===== config.mk =====
export PLATFORM = sky130hd
export DESIGN_NAME = demux_dest
export DESIGN_NICKNAME = d
export VERILOG_FILES = /design/src/rtl/demux_dest_pkg.sv /design/src/rtl/demux_dest_dest_counter.sv /design/src/rtl/demux_dest.sv
export SDC_FILE = /design/constraint.sdc
export NUM_CORES = 1
export LEC_CHECK = 0
export CORE_MARGIN = 2
export CORE_UTILIZATION = 52
export CTS_BUF_LIST = sky130_fd_sc_hd__clkbuf_16
export DETAILED_ROUTE_END_ITERATION = 7
export GPL_ROUTABILITY_DRIVEN = 0
export PLACE_DENSITY = 0.85
export SYNTH_ARGS = -nofsm -noshare
export SYNTH_HDL_FRONTEND = slang
export SYNTH_SLANG_ARGS = --single-unit

===== constraint.sdc =====
create_clock -name clk -period 3.28 [get_ports clk]
set_clock_uncertainty 0.2 [all_clocks]
set_input_delay 0.656 -clock clk [delete_from_list [all_inputs] [get_ports clk]]
set_output_delay 0.656 -clock clk [all_outputs]
set_load 0.01 [all_outputs]

===== src/rtl/demux_dest_pkg.sv =====
// Shared types for the destination demultiplexer: word geometry, destination codes
// and FSM encodings.
package demux_dest_pkg;

  localparam int BITNUMBER_DEF = 6;
  localparam int DEST_W        = 2;
  localparam int N_DEST        = 4;

  typedef enum logic [DEST_W-1:0] {
    DEST0 = 2'b00,
    DEST1 = 2'b01,
    DEST2 = 2'b10,
    DEST3 = 2'b11
  } dest_e;

  typedef enum logic [1:0] {
    INIT   = 2'd0,
    IDLE   = 2'd1,
    ACTIVE = 2'd2
  } state_e;

  function automatic logic [N_DEST-1:0] dest_onehot(input dest_e d);
    logic [N_DEST-1:0] oh;
    oh = '0;
    case (d)
      DEST0:   oh = 4'b0001;
      DEST1:   oh = 4'b0010;
      DEST2:   oh = 4'b0100;
      DEST3:   oh = 4'b1000;
      default: oh = '0;
    endcase
    return oh;
  endfunction

endpackage


===== src/rtl/demux_dest_dest_counter.sv =====
// Per-destination delivered-word counter; wraps modulo 2^CNT_WIDTH, clear wins over inc.
module dest_counter #(
  parameter int CNT_WIDTH = 8
) (
  input  logic                 clk,
  input  logic                 reset,
  input  logic                 clr_i,
  input  logic                 inc_i,
  output logic [CNT_WIDTH-1:0] cnt_o
);

  logic [CNT_WIDTH-1:0] cnt_q, cnt_d;

  always_comb begin
    cnt_d = cnt_q;
    if (clr_i)      cnt_d = '0;
    else if (inc_i) cnt_d = cnt_q + 1'b1;
  end

  always_ff @(posedge clk or negedge reset) begin
    if (!reset) cnt_q <= '0;
    else        cnt_q <= cnt_d;
  end

  assign cnt_o = cnt_q;

endmodule


===== src/rtl/demux_dest.sv =====
// Pops the upstream data FIFO and routes each word to one of four destination FIFOs
// selected by the word's two MSBs.
//
//   state  | meaning
//   INIT   | after reset or init; no pops
//   IDLE   | upstream empty, waiting for data
//   ACTIVE | popping whenever upstream has data and nothing is paused
module demux_dest
  import demux_dest_pkg::*;
#(
  parameter int BITNUMBER = BITNUMBER_DEF,
  parameter int CNT_WIDTH = 8
) (
  input  logic                 clk,
  input  logic                 reset,
  input  logic                 init,
  input  logic                 Fifo_empty,
  input  logic [BITNUMBER-1:0] Fifo_Data_out,
  input  logic                 valid_read,
  output logic                 Fifo_rd,
  input  logic                 pause_0,
  input  logic                 pause_1,
  input  logic                 pause_2,
  input  logic                 pause_3,
  output logic                 push_0,
  output logic                 push_1,
  output logic                 push_2,
  output logic                 push_3,
  output logic [BITNUMBER-1:0] data_out_0,
  output logic [BITNUMBER-1:0] data_out_1,
  output logic [BITNUMBER-1:0] data_out_2,
  output logic [BITNUMBER-1:0] data_out_3,
  output logic [CNT_WIDTH-1:0] cnt_0,
  output logic [CNT_WIDTH-1:0] cnt_1,
  output logic [CNT_WIDTH-1:0] cnt_2,
  output logic [CNT_WIDTH-1:0] cnt_3,
  output logic                 idle,
  output logic                 protocol_error
);

  state_e               state_q, state_d;
  logic                 inflight_q;
  logic                 idle_q, idle_d;
  logic                 err_q, err_d;
  logic [N_DEST-1:0]    push_q, push_d;
  logic [BITNUMBER-1:0] data_q [N_DEST];
  logic [CNT_WIDTH-1:0] cnt_w  [N_DEST];
  logic                 stall;
  logic                 deliver;
  dest_e                dest;

  // The destination is unknown until data returns, so any pause stalls all pops.
  assign stall   = pause_0 | pause_1 | pause_2 | pause_3;
  assign Fifo_rd = (state_q == ACTIVE) & ~Fifo_empty & ~stall;
  assign dest    = dest_e'(Fifo_Data_out[BITNUMBER-1 -: DEST_W]);
  assign deliver = valid_read & inflight_q & ~init;

  always_ff @(posedge clk or negedge reset) begin
    if (!reset) state_q <= INIT;
    else        state_q <= state_d;
  end

  always_comb begin
    state_d = state_q;
    if (init) begin
      state_d = INIT;
    end else begin
      case (state_q)
        INIT:    state_d = IDLE;
        IDLE:    if (!Fifo_empty) state_d = ACTIVE;
        ACTIVE:  if (Fifo_empty && !inflight_q) state_d = IDLE;
        default: state_d = INIT;
      endcase
    end
  end

  always_comb begin
    push_d = deliver ? dest_onehot(dest) : '0;
    idle_d = (state_q == IDLE) & ~inflight_q;
    err_d  = init ? 1'b0 : (err_q | (valid_read & ~inflight_q));
  end

  always_ff @(posedge clk or negedge reset) begin
    if (!reset) begin
      inflight_q <= 1'b0;
      push_q     <= '0;
      idle_q     <= 1'b0;
      err_q      <= 1'b0;
      for (int i = 0; i < N_DEST; i++) data_q[i] <= '0;
    end else begin
      inflight_q <= Fifo_rd;
      push_q     <= push_d;
      idle_q     <= idle_d;
      err_q      <= err_d;
      for (int i = 0; i < N_DEST; i++)
        if (push_d[i]) data_q[i] <= Fifo_Data_out;
    end
  end

  for (genvar g = 0; g < N_DEST; g++) begin : g_cnt
    dest_counter #(.CNT_WIDTH(CNT_WIDTH)) u_cnt (
      .clk   (clk),
      .reset (reset),
      .clr_i (init),
      .inc_i (push_d[g]),
      .cnt_o (cnt_w[g])
    );
  end

  assign push_0         = push_q[0];
  assign push_1         = push_q[1];
  assign push_2         = push_q[2];
  assign push_3         = push_q[3];
  assign data_out_0     = data_q[0];
  assign data_out_1     = data_q[1];
  assign data_out_2     = data_q[2];
  assign data_out_3     = data_q[3];
  assign cnt_0          = cnt_w[0];
  assign cnt_1          = cnt_w[1];
  assign cnt_2          = cnt_w[2];
  assign cnt_3          = cnt_w[3];
  assign idle           = idle_q;
  assign protocol_error = err_q;

endmodule


# After elaboration in Yosys (flattened, before gate mapping)
# Cells that the tools add are included.
[totals]
in_bits = 15
out_inout_bits = 63
register_bits = 65
[op_classes]
bitwise = 14
n_reduce_logical = 9
add_sub_neg = 4
n_eq_ne = 7
mux = 15
[ops]
columns = ["op", "count"]
rows = [
  ["2-to-1 mux 8 bit", 8],
  ["adder 8 x 1 -> 8 bit (second input constant)", 4],
  ["case mux 4 bit (4 select lines)", 1],
  ["nonzero test 2 bit", 4],
  ["bitwise AND 1 bit", 6],
  ["equality test 2 bit (second input constant)", 3],
  ["2-to-1 mux 2 bit", 3],
  ["case mux 2 bit (3 select lines)", 1],
  ["equality test 2 x 1 -> 1 bit (second input constant)", 2],
  ["zero test 2 bit", 2],
  ["2-to-1 mux 4 bit", 1],
  ["inverter 1 bit", 4],
  ["bitwise OR 1 bit", 4],
  ["inequality test 3 x 2 -> 1 bit (second input constant)", 1],
  ["inequality test 3 bit (second input constant)", 1],
  ["AND reduction 2 bit", 1],
  ["logical AND 1 bit", 1],
  ["zero test 1 bit", 1],
  ["2-to-1 mux 1 bit", 1],
]

# Logic depth before layout (Yosys ltp)
[depth]
depth_word = 5
depth_mapped = 6
ltp_nobuf = 4

# Cells and area by module
# Synthesis repeated with hierarchy kept, for this count alone.
[unflattened]
cells_unflattened = 230
hier_area_um2 = 2813.9
[by_module_without_submodules]
columns = ["mod", "instances", "area_each_um2", "cells_each"]
rows = [
  ["dest_counter", 4, 396.6, 37],
  ["demux_dest", 1, 1227.4, 82],
]

# Least setup slack after synthesis
# OpenSTA, ideal clock, no wires.
[synth_timing]
path_type = "input to output"
start = "input pause_2"
end = "output Fifo_rd"
path_stages = 2
t_arrival_ns = 1.695
slack_ns = 0.729
path_buffers = 0
cell_sequence = "or4b_2 > nor4_1"
[synth_between]
elab_chain_len = 4
[synth_lines]
columns = ["item", "line", "rtl"]
rows = [
  ["start: declaration", "demux_dest.sv:23", "input logic pause_2,"],
  ["bitwise OR 1 bit (2 in series)", "demux_dest.sv:53", "assign stall = pause_0 | pause_1 | pause_2 | pause_3;"],
  ["inverter 1 bit", "demux_dest.sv:54", "assign Fifo_rd = (state_q == ACTIVE) & ~Fifo_empty & ~stall;"],
  ["bitwise AND 1 bit", "demux_dest.sv:54", ""],
  ["end: declaration", "demux_dest.sv:20", "output logic Fifo_rd,"],
]
# No other way between the ends.

# Worst setup path after layout
# Same ends and word-level chain as after synthesis.

==> flow_summary.ini <==
[run_status]
status = completed

[sta]
slew_headroom_pct = 48.0
slew_violations = 0
hold_viol_final = 0
setup_ws_ns = 0.246
finalSetupViolCount = 0
rsz0062_at_grt = false
post-route-period-util_pct = 92.5
fmax_mhz = 330
fin_crit_ns = 3.03
tightest_slew_ns = 0.781

[die]
floorplan.initialDensity_pct = 53.6
io_pins = 78
rows = 27
core_area_um2 = 5470
dieHeight_um = 79.1
die_x_um = 79.1
die-area_um2 = 6260

[drt]
postRouteAntennaNets = 0
dr.first_iter.drc_count = 205
detailedRoute.firstPassIterationCount = 4
drt-total-wl_um = 7220
routed_via_density = 5.81
drcViolationCount = 0
wl_per_cell_um = 17.4
vias = 2405

[synthesis]
synth_compound_area_share_pct = 11.6
synth_cell_types = 39
muxShareOfSynthArea_pct = 8.40
synth_xor_area_share_pct = 0.299
async_flop_share_pct = 100
synth_simple_gate_area_share_pct = 18.7
synth-edff-count = 0
ys.flop_type = dfrtp_1
syn_nets = 273
synth_area_per_cell_um2 = 11.5
synthAdderAreaFrac_pct = 1.71
synth_top_family_by_area = simple AND/OR/NAND/NOR gates
syn_area_um2 = 2930
seq_area_frac_synth_pct = 55.5
synth_top_area_share_pct = 55.5
ys_warn_count = 0
synth_seq_cells = 65
synth_top_area_cell = dfrtp_1
synth_cells = 254
synth.area.top_cells = dfrtp_1 55%, mux2_2 8.1%, a21oi_1 3.9%, o31ai_1 3.3%, or4_1 3.1%

[power]
design_power_total_uw = 2040
power.leakage_uw = 0.00173
powerDensity_nw_per_um2 = 493
vdd_drop_max_mv = 0.381

[final_layout]
layout-drive-gt1-share_pct = 16.4
fin_area_um2 = 4130
final_common_cell = clkdlybuf4s50_1
finalNetCount = 356
area_delta_synth_final_pct = 40.7
fillers = 377
antenna_cells = 0
final_cell_mix = 75 x clkdlybuf4s50_1, 65 x dfrtp_1, 23 x a21oi_1, 21 x mux2_2, 13 x o31ai_1

[setup_path]
crit_chain = clkdlybuf4s50_1, or4b_2, nor4_2, dlygate4sd2_1
end_kind = primary output
path_max_fanout = 2
slowest_stage = or4b_2
crit_arrival_ns = 2.18
r2r-start = inflight_q
r2r-end = g_cnt[0].u_cnt.cnt_o[4]
cp.required_ns = 2.42
reg2reg_depth = 4
worstSetupPathType = input port to primary output
max_stage_delay_ns = 0.65
cp_top_family = simple AND/OR/NAND/NOR gates
reg2reg_setup_slack_ns = 1.25
cp_num_buf_inv = 2
critPathLaunchType = input port

[clock_tree]
cts_root_buf = clkbuf_16
clock_latency_ns = 0.32
clock_path_buffers = 2
cts_sinks = 65
h-tree-depth = 3
cts_buffers = 9
cts_tree = built
clk_pin_slew_worst_paths_ns = 0.05

[placement]
placed_cell_area_um2 = 3760
dp_hpwl_um = 4850
numPortBuffers = 77
post-place-ws_ns = -0.131

[global_routing]
track_usage_pct = 25.2
antenna_found_initial = 0
grt_start_max_net_pins = 37
grt_pass1_wl_um = 12000
grt_overflow_total = 0
grt_pass1_vias = 2459

[job]
cap_violations = 0

[worst_hold_path]
hold_path.class = input port to asynchronous set/reset pin
-- cell families (layout without fill, tap and decap cells) --
group           Yosys count  in the layout
buf+inv                  21            109
simple gates             85             85
xor+xnor                  1              1
flops                    65             65
mux                      22             22
fa+ha+maj                 4              4
compound gates           56             56
-- where the power goes --
part | internal, µW | leakage (µW) | switching, µW
Clock | 812 | 0.000174 | 335
Sequential | 808 | 0.000903 | 4.25
Combinational | 32.8 | 0.000655 | 43.3
-- area by class of cell --
type	instances	area (µm²)	area share, %
Inverter	9	33.8	0.819
Clock inverter	7	133	3.22
Clock buffer	9	225	5.46
Timing Repair Buffer	84	817	19.8
Multi-Input combinational cell	168	1200	29.1
Sequential cell	65	1630	39.4
Tap cell	72	90.1	2.18
-- cell usage after synthesis, types with 4 or more instances --
library cell  number
a21oi_1           23
nor4_1             4
nand2_1            9
nand3_1            4
buf_6              4
nor2b_1            6
o21ai_0           12
dfrtp_1           65
nor2_1             7
or2_2              5
nand4b_1           4
mux2_2            21
ha_1               4
inv_1              9
o31ai_1           13
or4_1             12
nand4_1            9
or3_1              8
-- flip-flops by register name (all words and copies together) (netlist names) --
name	count
g_cnt.u_cnt.cnt_o	32
data_out_0	6
data_out_1	6
data_out_2	6
data_out_3	6
push_q	4
state_q	2
idle	1
inflight_q	1
protocol_error	1
-- worst max path at each step --
stage                       start       to  depth (start not counted)
after floorplan           pause_2  Fifo_rd                          2
after global placement    pause_2  Fifo_rd                          4
after detailed placement  pause_2  Fifo_rd                          4
after CTS                 pause_2  Fifo_rd                          4
after global routing      pause_2  Fifo_rd                          4
final                     pause_2  Fifo_rd                          4
-- worst reg2reg max path, cell delays in order (launching register included) --
cell and delay, ns:
dfrtp_1 0.54, nand3b_1 0.26, buf_4 0.25, or4_1 0.51, a21oi_1 0.19
-- metrics by stage --
step           hold WS (ns)  std cells  util, %  setup TNS [ns]
5_1_grt               0.289        414     75.4               0
6_report              0.205        414     75.4               0
3_5_place_dp          0.257        398     68.7          -0.131
2_1_floorplan         0.160        254        -               0
4_1_cts               0.250        414     75.4               0
3_3_place_gp          0.250        398     68.7         -0.0869
-- timing repair --
action,in CTS,in global routing
hold buffers,0,0
gates resized for setup,2,0
setup buffers,0,0
endpoints found under the setup margin,1,0
hold endpoints to repair,0,0
-- per-layer routing --
layer | up-vias | track usage [%] | share of wire, %
met4 | 0 | 10.7 | 1.7
met2 | 92 | 39.4 | 47
met3 | 13 | 8.64 | 8.9
met5 | - | 0 | 0
li1 | 1122 | - | -
met1 | 1178 | 32.2 | 42
(Power assumes the default switching activity.)
